--- config.mk ---
export PLATFORM = sky130hd
export DESIGN_NAME = pyrxaclpack
export DESIGN_NICKNAME = d
export VERILOG_FILES = /design/src/rtl/pyrxaclpack.sv
export SDC_FILE = /design/constraint.sdc
export NUM_CORES = 1
export LEC_CHECK = 0
export CORE_UTILIZATION = 60
export DETAILED_ROUTE_END_ITERATION = 10
export GPL_ROUTABILITY_DRIVEN = 1
export PLACE_DENSITY = 0.92
export SYNTH_ARGS = -nofsm -noshare
export SYNTH_HDL_FRONTEND = slang
export SYNTH_SLANG_ARGS = --single-unit
--- constraint.sdc ---
create_clock -name clk_6M -period 5.6 [get_ports clk_6M]
set_clock_uncertainty 0.05 [all_clocks]
set_input_delay 1.12 -clock clk_6M [delete_from_list [all_inputs] [get_ports clk_6M]]
set_output_delay 1.12 -clock clk_6M [all_outputs]
set_load 0.01 [all_outputs]
--- src/rtl/pyrxaclpack.sv ---
// Receive-side ACL payload packer: gathers the decoded serial payload bits LSB-first
// into 32-bit words and writes them into the active RX payload buffer bank.
module pyrxaclpack #(
    parameter int MAXBYTE = 1024,
    parameter int ADDRW   = 8
) (
    input  logic             clk_6M,
    input  logic             rstz,
    input  logic             py_start_p,
    input  logic [9:0]       py_lenByte,
    input  logic             rxbit,
    input  logic             rxbit_en,
    input  logic             py_abort_p,
    output logic [ADDRW-1:0] lnctrl_addr,
    output logic [31:0]      lnctrl_din,
    output logic             lnctrl_we,
    output logic             lnctrl_cs,
    output logic             pack_busy,
    output logic             pack_done_p,
    output logic [ADDRW:0]   pack_wordcnt
);

    localparam int LENW = ADDRW + 3;
    localparam int BCW  = ADDRW + 5;

    typedef enum logic [1:0] {
        ST_IDLE = 2'd0,
        ST_PACK = 2'd1,
        ST_DONE = 2'd2
    } state_t;

    state_t           state_r;
    logic [LENW-1:0]  len_r;
    logic [BCW-1:0]   bitcnt_r;
    logic [31:0]      sreg_r;
    logic [ADDRW-1:0] addr_r;
    logic [31:0]      din_r;
    logic             we_r;
    logic             busy_r;
    logic             done_r;
    logic [ADDRW:0]   wordcnt_r;

    logic [LENW-1:0]  len_in_s;
    logic [LENW+2:0]  last_full_s;
    logic [BCW-1:0]   last_idx_s;
    logic [4:0]       pos_s;
    logic [31:0]      word_s;
    logic             last_bit_s;
    logic             word_end_s;

    // Clamp the requested payload length to the largest payload the buffer accepts
    always_comb begin
        len_in_s = '0;
        if (int'(py_lenByte) > MAXBYTE) begin
            len_in_s = LENW'(MAXBYTE);
        end else begin
            len_in_s = LENW'(py_lenByte);
        end
    end

    // Index of the final payload bit, current word position and the word as it would close
    always_comb begin
        last_full_s = {len_r, 3'b000} - (LENW+3)'(1);
        last_idx_s  = last_full_s[BCW-1:0];
        pos_s       = bitcnt_r[4:0];
        word_s      = sreg_r;
        word_s[pos_s] = rxbit;
        last_bit_s  = 1'b0;
        word_end_s  = 1'b0;
        if (bitcnt_r == last_idx_s) begin
            last_bit_s = 1'b1;
            word_end_s = 1'b1;
        end else if (pos_s == 5'd31) begin
            word_end_s = 1'b1;
        end else begin
            word_end_s = 1'b0;
        end
    end

    // Packer FSM with registered buffer write port and status outputs
    always_ff @(posedge clk_6M or negedge rstz) begin
        if (!rstz) begin
            state_r   <= ST_IDLE;
            len_r     <= '0;
            bitcnt_r  <= '0;
            sreg_r    <= 32'd0;
            addr_r    <= '0;
            din_r     <= 32'd0;
            we_r      <= 1'b0;
            busy_r    <= 1'b0;
            done_r    <= 1'b0;
            wordcnt_r <= '0;
        end else begin
            we_r   <= 1'b0;
            done_r <= 1'b0;
            if (py_abort_p) begin
                // Abort beats a simultaneous start; written words stay counted
                state_r  <= ST_IDLE;
                busy_r   <= 1'b0;
                bitcnt_r <= '0;
                sreg_r   <= 32'd0;
            end else if (py_start_p) begin
                len_r     <= len_in_s;
                bitcnt_r  <= '0;
                sreg_r    <= 32'd0;
                wordcnt_r <= '0;
                if (len_in_s == '0) begin
                    state_r <= ST_DONE;
                    busy_r  <= 1'b0;
                    done_r  <= 1'b1;
                end else begin
                    state_r <= ST_PACK;
                    busy_r  <= 1'b1;
                end
            end else begin
                case (state_r)
                    ST_IDLE: begin
                        state_r <= ST_IDLE;
                    end
                    ST_PACK: begin
                        if (rxbit_en) begin
                            bitcnt_r <= bitcnt_r + BCW'(1);
                            if (word_end_s) begin
                                sreg_r    <= 32'd0;
                                addr_r    <= bitcnt_r[BCW-1:5];
                                din_r     <= word_s;
                                we_r      <= 1'b1;
                                wordcnt_r <= wordcnt_r + (ADDRW+1)'(1);
                                if (last_bit_s) begin
                                    state_r <= ST_DONE;
                                    busy_r  <= 1'b0;
                                end else begin
                                    state_r <= ST_PACK;
                                end
                            end else begin
                                sreg_r <= word_s;
                            end
                        end else begin
                            state_r <= ST_PACK;
                        end
                    end
                    ST_DONE: begin
                        // Final write is on the port now; completion follows it by one cycle
                        state_r <= ST_IDLE;
                        done_r  <= we_r;
                    end
                    default: begin
                        state_r <= ST_IDLE;
                        busy_r  <= 1'b0;
                    end
                endcase
            end
        end
    end

    assign lnctrl_addr  = addr_r;
    assign lnctrl_din   = din_r;
    assign lnctrl_we    = we_r;
    assign lnctrl_cs    = we_r;
    assign pack_busy    = busy_r;
    assign pack_done_p  = done_r;
    assign pack_wordcnt = wordcnt_r;

endmodule

### Word-level counts from Yosys, hierarchy flattened

Index checks and enable logic that the tools add are counted.

* flip-flop bits (word level): 109
* input port bits: 16
* word-level logic and storage cells: 82

* $add $sub $neg: 3
* magnitude comparators: 2
* equality and inequality tests: 9
* muxes and demuxes: 42
* bitwise logic cells: 2
* reduce and logical (&&, ||, !) cells: 14

Operators with widths (number)
* 32-bit 2-to-1 mux: 5
* 13-bit 2-to-1 mux: 4
* 9-bit 2-to-1 mux: 4
* 32-bit bitwise mux: 1
* 1-bit 2-to-1 mux: 19
* 2-bit 2-to-1 mux: 7
* 13-bit by 1-bit adder with 13-bit output, second input constant: 1
* 13-bit == test: 1
* 13-bit by 1-bit subtractor with 13-bit output, second input constant: 1
* 4-bit != test, second input constant: 3
* 11-bit logical NOT: 1
* 9-bit by 1-bit adder with 9-bit output, second input constant: 1
* 4-bit AND reduction: 2
* 5-bit by 6-bit less-than comparator with 1-bit output, second input constant: 1
* 2-bit nonzero test: 3
* 3-bit nonzero test: 2
* 1-bit demux with 5-bit select: 1
* 5-bit == test, second input constant: 1
* 5-bit by 1-bit >= comparator with 1-bit output, second input constant: 1
* 5-bit != test, second input constant: 1
* 5-bit AND reduction: 1
* 2-bit AND reduction: 2
* 3-bit by 1-bit != test with 1-bit output, second input constant: 1
* 2-bit by 1-bit == test with 1-bit output, second input constant: 1
* 6 further kinds: 7

### Logic depth before layout (Yosys ltp)

* depth in word-level cells: 10
* depth in mapped cells: 10
* mapped depth without buffers: 8

### Worst setup path before layout

Ideal clock, no wire load.

* path type: input-to-reg
* start: in py_abort_p
* end: reg sreg_r[10]
* setup time: 0.087 ns
* data arrival time: 3.111 ns
* required time: 5.463 ns
* setup slack: 2.352 ns
* cell stages on the path: 10
* cell sequence: clkbuf_1 -> or2_2 -> clkbuf_1 -> or3_1 -> o21bai_1 -> o32ai_4 -> nor2_1 -> buf_2 -> buf_2 -> o211ai_1

* word-level cells in the longest chain between the ends: 2

RTL lines
* from (decl): RTL line 13 `input logic py_abort_p,`
* 3-bit nonzero test (no line)
* 2-bit AND reduction (no line)
* to (signal assigned): RTL line 136 `sreg_r <= word_s;`
* to (decl): RTL line 35 `logic [31:0] sreg_r;`

Parallel ways exist; a longest one is shown, timed or not.
A chain may end at the register's enable or synchronous reset.

### Final worst setup path

* start: reg len_r[0]
* end: reg din_r[1], in the netlist lnctrl_din[1]

* word-level cells in the longest chain between the ends: 4

RTL lines
* from (decl): RTL line 33 `logic [LENW-1:0] len_r;`
* from (signal assigned): RTL line 103 `len_r <= len_in_s;`
* 13-bit by 1-bit subtractor with 13-bit output: RTL line 63 `last_full_s = {len_r, 3'b000} - (LENW+3)'(1);`
* 13-bit == test: RTL line 70 `if (bitcnt_r == last_idx_s) begin`
* 1-bit 2-to-1 mux: RTL line 70
* 5-bit AND reduction (no line)
* to (signal assigned): RTL line 126 `din_r <= word_s;`
* to (decl): RTL line 37 `logic [31:0] din_r;`

No other way between the ends.

==> metrics <==
H-tree depth=3; met1 Resource Use GR=0.385; grt ovf=0; Critical Path End Type=flop; area of the multi-input gates=2990 sq um; RSZ-0062 raised after global routing=no; GRT Overall Usage=0.304; core area=9420 sq um; HPWL after DPL=9670 um; worst path bufs/invs=3; number of global-route vias before repair=5123; Synth Register Bits=109; Sinks on Clock Net=109; Finished Core Util=0.730; Register-to-Register Path Depth=10; worst skew pair latency=0.38 ns; TritonCTS clock tree=yes; Die Span X=101 um; worst-path fanout max=25; Synth Area in Simple Gates=0.215; worst-case vdd ir drop=0.263 mV; Final Max Slew Viols=0; total chip power=1470 uW; Final Hold Viols=0; Syn Area/Cell=9.38 sq um; Hold EP=lnctrl_addr[5]; largest family of logic cells by synthesized area=simple AND/OR/NAND/NOR gates; Post-layout nets=701; min-delay src=lnctrl_addr[5]; Post-Syn Instances=631; hold_ws=0.443 ns; CTS max path bufs=2; # resized after CTS=0; Netlist cell types=53; TritonCTS Buffers=9; Worst Path Arrival=4.21 ns; root buf cell=clkbuf_8; Largest delay share family, worst path=simple AND/OR/NAND/NOR gates; Via Count=5103; post-synthesis adder-cell area fraction=0.0148; initial antenna violation count=0; FMAX=0.250 GHz; worst min path class=reg -> reg; worst reg2reg startpoint=len_r[0]; outcome=finished clean; Synth Area in Compound Gates=0.173; DRT iter0 DRCs=319; CTS Hold Bufs=0; max cap viols=0; Final Setup Violations=0; critical path type=reg -> reg; first-pass GRT wire length=24400 um; Critical-path top delay cell=nor3_4; port bufs=68; Post-Syn Nets=654; PD cells=214 nW/um^2; busiest grt layer=met2; die area=10300 sq um; largest net degree at the start of global routing=67; Routed WL=14200 um; top_reg_cell synth=dfrtp_1; Synth top area share=0.461; post-synth top area cell=dfrtp_1; antenna viol nets, final=0; # IOs=69; Post-synth EDFFs=0; Die Ht=101 um; # fillers=636; main area contributors after synthesis=dfrtp_1, nand2_1, mux2_1; # diodes=0; post-synthesis xor/xnor area fraction=0.0281; starting density of the core=0.629; Seq/Total Area, Yosys=0.461; hold depth=1; Worst Setup Start Kind=flop; Final Cell Area=6880 sq um; WL/cell=17.4 um; placed inst area=6660 sq um; period utilisation layout=0.713; vias per cell=6.28; async set-or-reset flop fraction in the synthesized netlist=1.00; Pre-Repair DR Iteration Count=5; final setup TNS=0 ns; DRC=0; max_slew headroom=0.364; Tmin final=3.99 ns; Worst path max stage delay=0.72 ns; standard-cell rows=35; CP Cell Sequence=inv_1, ha_1, or4b_4, o21a_1, nor3_2, o32ai_1, buf_4, nor3_4, buf_4, mux2_1; Tightest Pin Transition=0.951 ns; Area Growth Syn to Fin=16.1%; grt met2 use=0.513; Reg clk slew, reported paths=0.10 ns; post-CTS setup buffers=0; Worst EP required=5.81 ns; global placer's final weighted congestion=0.888; yosys warns=0; reg2reg setup slack=1.61 ns; share of cells above drive strength 1=0.0673; cell mode on critical path=buf_4; mux cell area share after synthesis=0.0723; Leak=0.00321 uW; met3 Resource Use GR=0.0642; reg-to-reg endpoint=lnctrl_din[1]; register area=2730 sq um; synthesized cell area=5920 sq um
==> registers in the layout (all words and copies together) (netlist names) <==
signal        cells
bitcnt_r         13
len_r            10
lnctrl_addr       8
lnctrl_cs         1
lnctrl_din       32
pack_busy         1
pack_done_p       1
pack_wordcnt      9
sreg_r           32
state_r           2
==> through the flow <==
step	worst slack (ns)	instances
6_report	1.61	812
5_1_grt	1.44	812
4_1_cts	1.65	812
3_5_place_dp	1.40	796
3_3_place_gp	1.55	796
2_1_floorplan	2.35	631
==> power breakdown <==
part           internal, uW  leakage (uW)  total (uW)  switching (uW)
registers               797       0.00150         817            19.6
clock network           245      0.000105         513             268
logic                  48.6       0.00160         140            91.2
total                  1090       0.00321        1470             379
==> area by class of cell <==
class,count,area share
multi-input cells,472,0.435
clock inverters,4,0.00782
flip-flops and latches,109,0.397
well taps,129,0.0235
clock buffers,12,0.0240
repair buffers,76,0.107
inverters,10,0.00546
==> metal layers <==
metal,vias to the layer above,part of all wire
li1,2324,-
met1,2469,0.40
met2,269,0.50
met3,41,0.071
met4,0,0.029
met5,-,0
==> logic make-up after synthesis <==
kind of cell,Yosys count
and+or+nand+nor,264
AOI/OAI and AO/OA,144
DFF,109
buffers and inverters,50
muxes,38
xor gates and xnor gates,19
adders and majority gates,7
==> worst max-delay path by stage <==
stage / startpoint / depth (start not counted) / to / slack [ns]
final: len_r[0] / 10 / lnctrl_din[1] / 1.61
after global routing: len_r[0] / 10 / lnctrl_din[19] / 1.44
after CTS: len_r[0] / 10 / lnctrl_din[15] / 1.65
after detailed placement: py_abort_p / 9 / sreg_r[16] / 1.40
after global placement: py_abort_p / 9 / sreg_r[16] / 1.55
after floorplan: py_abort_p / 10 / sreg_r[10] / 2.35
==> layout by cell type (no fill, tap or decap), types with 4 or more instances in the layout <==
master             n
nor2_1            37
a31oi_1            4
clkdlybuf4s50_1   67
buf_4              9
or4_1              5
ha_1               7
o311ai_0           5
o31ai_1            5
o21ai_0           43
nand2b_1          18
o21bai_1          14
nor3_1            10
or2_2              9
clkbuf_8          12
or3_1             12
xnor2_1            9
a21o_1            10
nor2b_1           14
and3_1             6
nand2_1          116
nand4_1            7
dfrtp_1          109
inv_1             10
nand3_1           14
xor2_1            10
mux2_1            37
a21oi_1            5
o211ai_1          35
==> Yosys cell counts (3+ instances only) <==
cell and n:
a211o_1 3, a21o_1 10, a21oi_1 6, a31oi_1 4, and2_1 3, and3_1 6, buf_2 6, buf_4 5
clkbuf_1 29, dfrtp_1 109, ha_1 7, inv_1 10, mux2_1 37, nand2_1 116, nand2b_1 18, nand3_1 14
nand4_1 7, nor2_1 38, nor2b_1 14, nor3_1 10, o211ai_1 35, o21a_1 3, o21ai_0 43, o21bai_1 14
o311ai_0 5, o31ai_1 5, or2_2 9, or3_1 12, or4_1 5, xnor2_1 9, xor2_1 10
(Power assumes the default switching activity.)
